===== src/rtl/sensor_reader.sv =====
// sensor_reader: synchronizes and debounces a raw sensor address, turns every
// settle onto a nonzero address into a hit event, queues those events in a
// small FIFO for a consumer, and drives status LEDs and two hex digits.
module sensor_reader #(
    parameter int WIDTH           = 3,
    parameter int DEBOUNCE_CYCLES = 500000,
    parameter int DEPTH           = 4
) (
    input  logic             CLOCK_50,
    input  logic             reset,
    input  logic [WIDTH-1:0] GPIO_1,
    input  logic             hit_ready,
    output logic [WIDTH-1:0] box_address,
    output logic             hit_valid,
    output logic [WIDTH-1:0] hit_address,
    output logic             overflow,
    output logic [7:0]       hit_count,
    output logic [9:0]       LEDR,
    output logic [6:0]       HEX0,
    output logic [6:0]       HEX1
);

    localparam int CNT_W = (DEBOUNCE_CYCLES > 1) ? $clog2(DEBOUNCE_CYCLES) : 1;
    localparam logic [CNT_W-1:0] CNT_MAX = CNT_W'(DEBOUNCE_CYCLES - 1);
    localparam int PTR_W = $clog2(DEPTH);
    localparam int OCC_W = PTR_W + 1;

    logic [WIDTH-1:0] s1, s2, cand;
    logic [CNT_W-1:0] cnt;

    logic [WIDTH-1:0] mem [DEPTH];
    logic [PTR_W-1:0] wr_ptr, rd_ptr;
    logic [OCC_W-1:0] occ;

    logic accept, push_req, push_ok, pop, full, empty;
    logic [3:0] box_nib, occ_nib;

    // Debounce decision: the candidate has been stable long enough and differs
    // from what is currently published. Only nonzero settles become events.
    assign accept   = (s2 == cand) && (cnt == CNT_MAX) && (cand != box_address);
    assign push_req = accept && (cand != '0);

    // Handshake: hit_valid/hit_address present the FIFO head; an event is
    // consumed on any rising edge where hit_valid && hit_ready. hit_ready while
    // hit_valid is low is ignored. The head is held stable until consumed.
    assign full      = (occ == OCC_W'(DEPTH));
    assign empty     = (occ == '0);
    assign hit_valid = !empty;
    assign pop       = hit_valid && hit_ready;
    // A full FIFO still takes a new event when the head leaves on the same edge.
    assign push_ok   = push_req && (!full || pop);
    assign hit_address = empty ? '0 : mem[rd_ptr];

    // Two-flop synchronizer followed by the candidate/stability-counter debounce.
    always_ff @(posedge CLOCK_50) begin
        if (reset) begin
            s1          <= '0;
            s2          <= '0;
            cand        <= '0;
            cnt         <= '0;
            box_address <= '0;
        end else begin
            s1 <= GPIO_1;
            s2 <= s1;
            if (s2 != cand) begin
                cand <= s2;
                cnt  <= '0;
            end else if (cnt == CNT_MAX) begin
                if (cand != box_address) begin
                    box_address <= cand;
                end
            end else begin
                cnt <= cnt + CNT_W'(1);
            end
        end
    end

    // FIFO storage; contents need no reset because empty masks the head.
    always_ff @(posedge CLOCK_50) begin
        if (push_ok) begin
            mem[wr_ptr] <= cand;
        end
    end

    // FIFO pointers, occupancy, sticky overflow and accepted-event counter.
    always_ff @(posedge CLOCK_50) begin
        if (reset) begin
            wr_ptr    <= '0;
            rd_ptr    <= '0;
            occ       <= '0;
            overflow  <= 1'b0;
            hit_count <= 8'd0;
        end else begin
            if (push_ok) begin
                wr_ptr    <= wr_ptr + PTR_W'(1);
                hit_count <= hit_count + 8'd1;
            end
            if (pop) begin
                rd_ptr <= rd_ptr + PTR_W'(1);
            end
            if (push_ok && !pop) begin
                occ <= occ + OCC_W'(1);
            end else if (pop && !push_ok) begin
                occ <= occ - OCC_W'(1);
            end
            if (push_req && !push_ok) begin
                overflow <= 1'b1;
            end
        end
    end

    function automatic logic [6:0] hex_glyph(input logic [3:0] v);
        logic [6:0] g;
        case (v)
            4'h0: g = 7'b1000000;
            4'h1: g = 7'b1111001;
            4'h2: g = 7'b0100100;
            4'h3: g = 7'b0110000;
            4'h4: g = 7'b0011001;
            4'h5: g = 7'b0010010;
            4'h6: g = 7'b0000010;
            4'h7: g = 7'b1111000;
            4'h8: g = 7'b0000000;
            4'h9: g = 7'b0010000;
            4'hA: g = 7'b0001000;
            4'hB: g = 7'b0000011;
            4'hC: g = 7'b1000110;
            4'hD: g = 7'b0100001;
            4'hE: g = 7'b0000110;
            default: g = 7'b0001110;
        endcase
        return g;
    endfunction

    // Status LEDs and hex digits; occupancy saturates at F on the display.
    always_comb begin
        LEDR               = '0;
        LEDR[WIDTH-1:0]    = box_address;
        LEDR[8]            = hit_valid;
        LEDR[9]            = overflow;
        box_nib            = 4'(box_address);
        if (int'(occ) > 15) begin
            occ_nib = 4'hF;
        end else begin
            occ_nib = 4'(occ);
        end
        HEX0 = hex_glyph(box_nib);
        HEX1 = hex_glyph(occ_nib);
    end

endmodule


===== config.mk =====
export PLATFORM = sky130hd
export DESIGN_NAME = sensor_reader
export DESIGN_NICKNAME = d
export VERILOG_FILES = /design/src/rtl/sensor_reader.sv
export SDC_FILE = /design/constraint.sdc
export NUM_CORES = 1
export LEC_CHECK = 0
export BUFFER_PORTS_ARGS = -buffer_cell sky130_fd_sc_hd__buf_4
export CORE_AREA = 2 2 129 131
export DETAILED_ROUTE_END_ITERATION = 12
export DIE_AREA = 0 0 131 133
export GPL_TIMING_DRIVEN = 1
export PLACE_DENSITY_LB_ADDON = 0.12
export REMOVE_ABC_BUFFERS = 1
export SLEW_MARGIN = 10
export SYNTH_ARGS = -nofsm -noshare
export SYNTH_HDL_FRONTEND = slang
export SYNTH_SLANG_ARGS = --single-unit

===== constraint.sdc =====
create_clock -name CLOCK_50 -period 7.1 [get_ports CLOCK_50]
set_input_delay 1.42 -clock CLOCK_50 [delete_from_list [all_inputs] [get_ports CLOCK_50]]
set_output_delay 1.42 -clock CLOCK_50 [all_outputs]
set_load 0.01 [all_outputs]

==> run metrics, run 1 <==
minimum clock period=~3.9 ns; Sw Share=between 20% and 30%; Worst Skew=roughly 0.0085 ns; total wire length=approximately 7300 um; routed wirelength normalized by instance count=12.1 um; CTS tree=done; Synth async-reset ratio=0%; share of the synthesized area in the top cell type=around a third; Slew Viols, Final=0; CP Launch Type=input pin; Worst Path Required=7.33 ns; effective utilization at floorplan=22.4%; buffer depth of the longest clock path=2; Num CTS Buffers=9; Final nets=402; final number of hold-violating endpoints=0; core area=0.0162 mm^2; antenna-violating nets left=0; Skew-Pair Late Insertion Delay=around 0.34 ns; worst hold path type=reg2reg; Initial DRT Pass Iterations=4; f_max=259 MHz; Final Util=27.3%; Hold Path Stages=1; Max-Cap Viols=0; drt initial violations=127; number of flops mapped to enable cells by yosys=12; # port buffers=40; headroom to the max-slew limit=about 54%; ANT cells=0; P_int=0.000909 W; Leak=1.67 nW; peak supply drop=107 uV; post-CTS setup buffers=0; largest net degree at the start of global routing=51; I/O pin cnt=46; crit end category=flop; drt via density=4.01; final period utilization=54.4%; post-synthesis cell count=between 300 and 400; HPWL Detailed=5250 um; most common cell after layout, fill and taps aside=dfxtp_1; cells resized by post-CTS repair=0; Netlist cell types=59; status=complete, no violations; die height=133 um; Pwr Density=278 mW/mm^2; setup TNS=0 ns; Yosys Warn Count=0; register area share after synthesis=44.8%; Mapped Area=0.00362 mm^2; Reg clk slew, reported paths=0.06 ns; routability cong.=approximately 0.66; count of final setup violators=0; vias in the first global route=2434; vias=2420; CP arrival=4.09 ns; Area contributors post-synth=dfxtp_1, edfxtp_1, ha_1; # clock sinks=75; Logic pwr share=18.6%; clock root cell=clkbuf_16; net switching power=between 0.0003 and 0.0004 W; aggregate global routing overflow=0; Site Rows=47; initial antenna violation count=0; sequential power share=38.8%; syn avg cell area=10.4 um^2; pre-CTS setup slack=2.85 ns; # DRC=0; H-tree lvl count=3; ys flop type=dfxtp_1; first-pass GRT wire length=12200 um; Clk network pwr share=42.6%; layout cells sized above 1=22.7%; chip width=131 um; Worst-Margin Slew=0.688 ns; Synth Register Bits=75; total chip power=roughly 0.0012 W; # hold bufs at CTS=0; Final Worst Setup Slack=3.24 ns; RSZ-0062 raised after global routing=false; Global Route Usage Sum=9.11%; most frequent cells in the layout=dfxtp_1, buf_4, nor2_1, nor2b_1; Layout area overhead=21.7%; area leader, netlist=dfxtp_1; FF-to-FF path depth=11; Worst Path Max Fanout=9; Setup CP Type=in2reg; DIE AREA=0.0174 mm^2
-- per-stage QoR --
stage	hold slack, ns	std cells	area (um^2)
floorplan	0.414	327	3490
global placement	0.430	587	4060
detailed placement	0.427	587	4060
CTS	0.441	603	4410
global route	0.466	603	4410
finish	0.434	603	4410
-- cells by family after synthesis --
kind of cell	after synthesis	share of synthesized area, %
simple gates	150	25.2
flops	75	44.8
buf+inv	37	5.49
mux	26	9.15
compound gates	21	4.28
xor+xnor	19	4.59
fa+ha+maj	18	6.42
other cells	1	0.103
-- Yosys cell counts (5+ instances only) --
cell	count
and2_1	7
buf_4	11
clkbuf_1	8
dfxtp_1	63
edfxtp_1	12
ha_1	17
inv_1	13
mux2_1	10
mux2i_1	8
nand2_1	17
nand2b_1	6
nand3_1	13
nor2_1	35
nor2b_1	21
nor3_1	5
nor4_1	5
nor4_2	7
o21ai_0	6
xnor2_1	6
xor2_1	13
-- critical path: stages --
cell and delay, ns:
buf_4 0.13, nor4b_2 0.49, nor4_2 0.16, ha_1 0.27
fa_1 0.39, xnor2_1 0.14, or3_1 0.33, a21oi_2 0.38
mux2_2 0.39
-- cell type report --
cell class / count / area (um^2)
Fill cell: 1716 / 11800
Multi-Input combinational cell: 239 / 1820
Sequential cell: 75 / 1620
Timing Repair Buffer: 40 / 300
Tap cell: 220 / 275
Clock buffer: 11 / 264
Clock inverter: 5 / 81.3
Inverter: 13 / 48.8
-- sequential cells by signal, indices dropped and copies added (netlist names), 2 cells and up, named ones only --
signal,flops
rd_ptr,2
s2,3
wr_ptr,2
occ,3
HEX1,7
box_address,3
HEX0,7
cand,3
s1,3
mem,12
hit_count,8
cnt,19
-- path summary, 6_finish.rpt --
path	startpoint	endpoint	slack, ns
worst max-delay path	hit_ready	HEX1[3]	3.24
worst min-delay path	s1[1]	s2[1]	0.43
worst max register to register	cand[1]	HEX1[3]	3.46
worst min register to register	s1[1]	s2[1]	0.43
-- power by group through the flow --
| stage | Sequential [W] | Clock [W] | Combinational (W) |
|---|---|---|---|
| floorplan | 0.000487 | 0 | 0.000138 |
| global placement | 0.000485 | 0 | 0.000229 |
| detailed placement | 0.000485 | 0 | 0.000232 |
| CTS | 0.000476 | 0.000540 | 0.000233 |
| global route | 0.000479 | 0.000561 | 0.000259 |
| finish | 0.000475 | 0.000522 | 0.000228 |
-- per-layer routing --
| layer | wire [um] | global-route usage (%) | part of all wire, % | up-vias |
|---|---|---|---|---|
| met5 | 0 | 0 | 0 | - |
| met4 | 153 | 4.14 | 2.1 | 0 |
| met3 | 236 | 2.91 | 3.2 | 11 |
| met2 | 3490 | 14.5 | 48 | 25 |
| met1 | 3400 | 11.2 | 47 | 1138 |
| li1 | - | - | - | 1246 |
(Power assumes the default switching activity.)
==> run 2, diff against run 1 <==
- clock period: 7.1 -> 3.2 ns (I/O delays scaled with it)
==> run metrics, run 2 (synthesis gave the netlist of run 1 again) <==
status=complete, no violations; H-tree lvl count=3; CP arrival=3.30 ns; Slew Viols, Final=0; Worst-Margin Slew=0.678 ns; total wire length=7620 um; count of final setup violators=0; clock root cell=clkbuf_16; vias in the first global route=2522; Site Rows=between 40 and 50; Final Worst Setup Slack=0.126 ns; # clock sinks=75; Final nets=roughly 440; # DRC=0; I/O pin cnt=46; chip width=~130 um; worst hold path type=reg2reg; drt via density=4.02; Leak=1.82 nW; pre-CTS setup slack=-0.0771 ns; vias=2563; cell area after layout=0.00464 mm^2; number of flip-flops in the largest register=19; Layout fillers=between 1500 and 2000; routed wirelength normalized by instance count=11.9 um; Layout area overhead=28.1%; setup TNS=0 ns; minimum clock period=3.07 ns; Worst Skew=around 0.0067 ns; drt initial violations=127; Sw Share=27.0%; Max-Cap Viols=0; CTS tree=done; first-pass GRT wire length=12800 um; antenna-violating nets left=0; FF-to-FF path depth=12; most frequent cells in the layout=buf_4, dfxtp_1, nor2_1, nor2b_1, nand2_1; ANT cells=0; # port buffers=40; aggregate global routing overflow=0; total chip power=0.00259 W; Worst Path Required=roughly 3.4 ns; Initial DRT Pass Iterations=4; Clk network pwr share=36.4%; buffer depth of the longest clock path=2; # hold bufs at CTS=0; sequential power share=40.6%; Global Route Usage Sum=9.57%; most common cell after layout, fill and taps aside=buf_4; Skew-Pair Late Insertion Delay=0.34 ns; Pwr Density=~560 mW/mm^2; Hold Path Stages=1; die height=133 um; f_max=~330 MHz; crit end category=flop; DIE AREA=0.0174 mm^2; Num CTS Buffers=9; CP Launch Type=flop; placed instance area=approximately 0.0043 mm^2; Top Registers=cnt (19), mem (12), hit_count (8); P_int=0.00189 W; initial antenna violation count=0; final number of hold-violating endpoints=0; Largest Register=cnt; headroom to the max-slew limit=54.4%; layout cells sized above 1=29.4%; Setup CP Type=reg2reg; HPWL Detailed=5560 um; largest net degree at the start of global routing=28; Logic pwr share=23.0%; effective utilization at floorplan=22.4%; routability cong.=0.701; net switching power=0.000701 W; Worst Path Max Fanout=11; final period utilization=roughly 96%; Final Util=28.7%; Reg clk slew, reported paths=0.06 ns; peak supply drop=approximately 250 uV; core area=0.0162 mm^2
==> run 2: cell types whose count changed in the layout (fill, tap and decap cells not counted), moves of 2 or more <==
cell and delta:
clkinvlp_4 -2, clkinv_2 +2, bufinv_16 -2, clkbuf_1 +3, buf_4 +34, nor4_4 +2
==> run 2: power by group through the flow <==
| stage | clock [W] | combinational [W] | sequential, W |
|---|---|---|---|
| 2_1_floorplan | 0 | 0.000305 | 0.00108 |
| 3_3_place_gp | 0 | 0.000564 | 0.00107 |
| 3_5_place_dp | 0 | 0.000574 | 0.00107 |
| 4_1_cts | 0.000988 | 0.000579 | 0.00105 |
| 5_1_grt | 0.00102 | 0.000671 | 0.00106 |
| 6_report | 0.000944 | 0.000597 | 0.00105 |
==> run 2: routing by layer <==
metal	GRT usage (%)	part of all wire (%)	vias to the layer above
li1	-	-	1322
met1	11.7	45	1206
met2	15.0	49	23
met3	2.75	2.8	12
met4	5.20	2.5	0
met5	0	0	-
==> run 2: final timing paths <==
kind,from,end,slack [ns]
worst min register to register,s1[1],s2[1],0.44
worst max register to register,cand[1],HEX1[3],0.13
worst max-delay path,cand[1],HEX1[3],0.13
worst min-delay path,s1[1],s2[1],0.44
==> run 2: what timing repair did <==
action / in CTS / in global routing
gates resized for setup: 2 / 7
pin swaps: 1 / 6
endpoints found under the setup margin: 3 / 5
setup buffers: 0 / 3
==> run 2: critical path, cell delays in order (launching register included) <==
cell	delay, ns
dfxtp_1	0.32
buf_4	0.17
or2_1	0.23
buf_4	0.14
a221oi_4	0.34
nor4_4	0.08
ha_2	0.20
fa_1	0.37
xnor2_1	0.14
or3_1	0.33
a21oi_2	0.16
buf_6	0.14
mux2_2	0.33
==> run 2: through the flow <==
| step | instances | hold slack (ns) |
|---|---|---|
| 2_1_floorplan | 327 | 0.414 |
| 3_5_place_dp | 619 | 0.437 |
| 6_report | 638 | 0.441 |
| 4_1_cts | 635 | 0.449 |
| 3_3_place_gp | 619 | 0.433 |
| 5_1_grt | 638 | 0.457 |
==> run 2: layout make-up <==
type	instances	area (um^2)	area share [%]
inverters	13	48.8	1.05
repair buffers	75	567	12.2
well taps	220	275	5.93
clock buffers	14	264	5.69
clock inverters	2	10.0	0.216
multi-input cells	239	1860	40.0
flip-flops and latches	75	1620	34.9
==> run 3, diff against run 2 <==
- CORE_AREA: 2 2 129 131 -> 2 2 99 101
- DIE_AREA: 0 0 131 133 -> 0 0 101 103
==> run metrics, run 3 (synthesis gave the netlist of run 1 again) <==
status=complete, no violations; Largest Register=cnt; most frequent cells in the layout=dfxtp_1, buf_4, nor2_1, nor2b_1, nand2_1; max incr delay on CP=approximately 0.37 ns; largest net degree at the start of global routing=51; routed wirelength normalized by instance count=about 13 um; total chip power=0.00241 W; die height=103 um; first-pass GRT wire length=approximately 11000 um; Layout fillers=roughly 920; number of flip-flops in the largest register=19; # DRC=0; headroom to the max-slew limit=52.6%; Setup CP Type=reg2reg; # port buffers=40; slowest CP cell=fa_1; clock root cell=clkbuf_8; core area=0.00946 mm^2; f_max=329 MHz; DIE AREA=0.0104 mm^2; vias=approximately 2500; crit-path leading delay family=simple AND/OR/NAND/NOR gates; initial antenna violation count=0; Pwr Density=553 mW/mm^2; Global Route Usage Sum=around 14%; worst hold path type=reg2reg; chip width=101 um; minimum clock period=3.04 ns; HPWL Detailed=4760 um; aggregate global routing overflow=0; # clock sinks=75; Worst Path Required=3.44 ns; effective utilization at floorplan=38.3%; Final nets=425; setup TNS=0 ns; drt via density=4.83; Worst Path Max Fanout=10; worst reg2reg setup slack=0.16 ns; Slew Viols, Final=0; count of final setup violators=0; vias in the first global route=between 2000 and 2500; layout cells sized above 1=27.8%; Max-Cap Viols=0; H-tree lvl count=3; Final Worst Setup Slack=about 0.16 ns; final number of hold-violating endpoints=0; critical path, cell by cell=buf_4, nor4_2, o21ai_2, a221oi_4, nor4_4, ha_2, fa_1, xnor2_1, or3_1, a21oi_2, buf_6, mux2_2; peak supply drop=302 uV; total wire length=approximately 6700 um; Worst Skew=~0.011 ns; # hold bufs at CTS=0; buffer depth of the longest clock path=2; antenna-violating nets left=0; drt initial violations=56; ANT cells=0; Hold WS=0.439 ns; Site Rows=36; pre-CTS setup slack=-0.0963 ns; most common cell after layout, fill and taps aside=dfxtp_1; Worst-Margin Slew=approximately 0.70 ns; routability cong.=0.741; Worst Path Buf+Inv=2; final period utilization=94.9%; Initial DRT Pass Iterations=4; Final Util=46.0%; CTS tree=done; Layout area overhead=20.0%; CP Launch Type=flop; Num CTS Buffers=9; Leak=around 1.7 nW; crit end category=flop; CP arrival=3.28 ns; Reg clk slew, reported paths=0.08 ns; I/O pin cnt=between 40 and 50; Skew-Pair Late Insertion Delay=0.35 ns; Top Registers=cnt (19), mem (12), hit_count (8)
[run 3: changes by cell type in the layout (fill, tap and decap cells not counted), sizes merged]
cell	before	now
buf	75	63
clkbuf	14	11
bufinv	0	2
clkinvlp	0	1
[run 3: where the power goes]
| group | internal, W | leakage, nW | switching (W) |
|---|---|---|---|
| clock | 0.000437 | 0.103 | 0.000345 |
| combinational | 0.000298 | 1.03 | 0.000276 |
| sequential | 0.00101 | 0.599 | 0.0000358 |
| total | 0.00175 | 1.73 | 0.000657 |
[run 3: what timing repair did]
| item | 4_1_cts | 5_1_grt |
|---|---|---|
| gates resized for setup | 4 | 5 |
| pin swaps | 1 | 2 |
| endpoints found under the setup margin | 4 | 5 |
| buffers inserted | 0 | 1 |
[run 3: stage by stage]
stage          instances  instance area [um^2]
3_3_place_gp         503                  4100
4_1_cts              519                  4320
3_5_place_dp         503                  4100
6_report             520                  4350
2_1_floorplan        327                  3490
5_1_grt              520                  4350
[run 3: worst register-to-register path, stage by stage, from the launching register on]
cell,delay [ns]
dfxtp_1,0.34
buf_4,0.18
nor4_2,0.29
o21ai_2,0.10
a221oi_4,0.26
nor4_4,0.09
ha_2,0.21
fa_1,0.37
xnor2_1,0.15
or3_1,0.32
a21oi_2,0.15
buf_6,0.15
mux2_2,0.33
[run 3: final timing paths]
| check | depth (start not counted) | endpoint | startpoint |
|---|---|---|---|
| min | 1 | s2[0] | s1[0] |
| max | 12 | HEX1[6] | cand[1] |
| min reg2reg | 1 | s2[0] | s1[0] |
| max reg2reg | 12 | HEX1[6] | cand[1] |
[run 3: per-layer routing]
metal	vias to the layer above	wire, um	track usage [%]
li1	1291	-	-
met1	1171	3210	17.3
met2	39	3100	22.9
met3	10	243	3.59
met4	0	116	5.30
met5	-	0	0
[run 3: area by class of cell]
class                      instances  area [um^2]  share of cell area [%]
multi-input combinational        239         1850                    42.5
sequential                        75         1620                    37.3
timing repair buffer              63          477                    11.0
tap                              114          143                    3.28
clock buffer                      11          131                    3.02
clock inverter                     5         77.6                    1.78
inverter                          13         48.8                    1.12
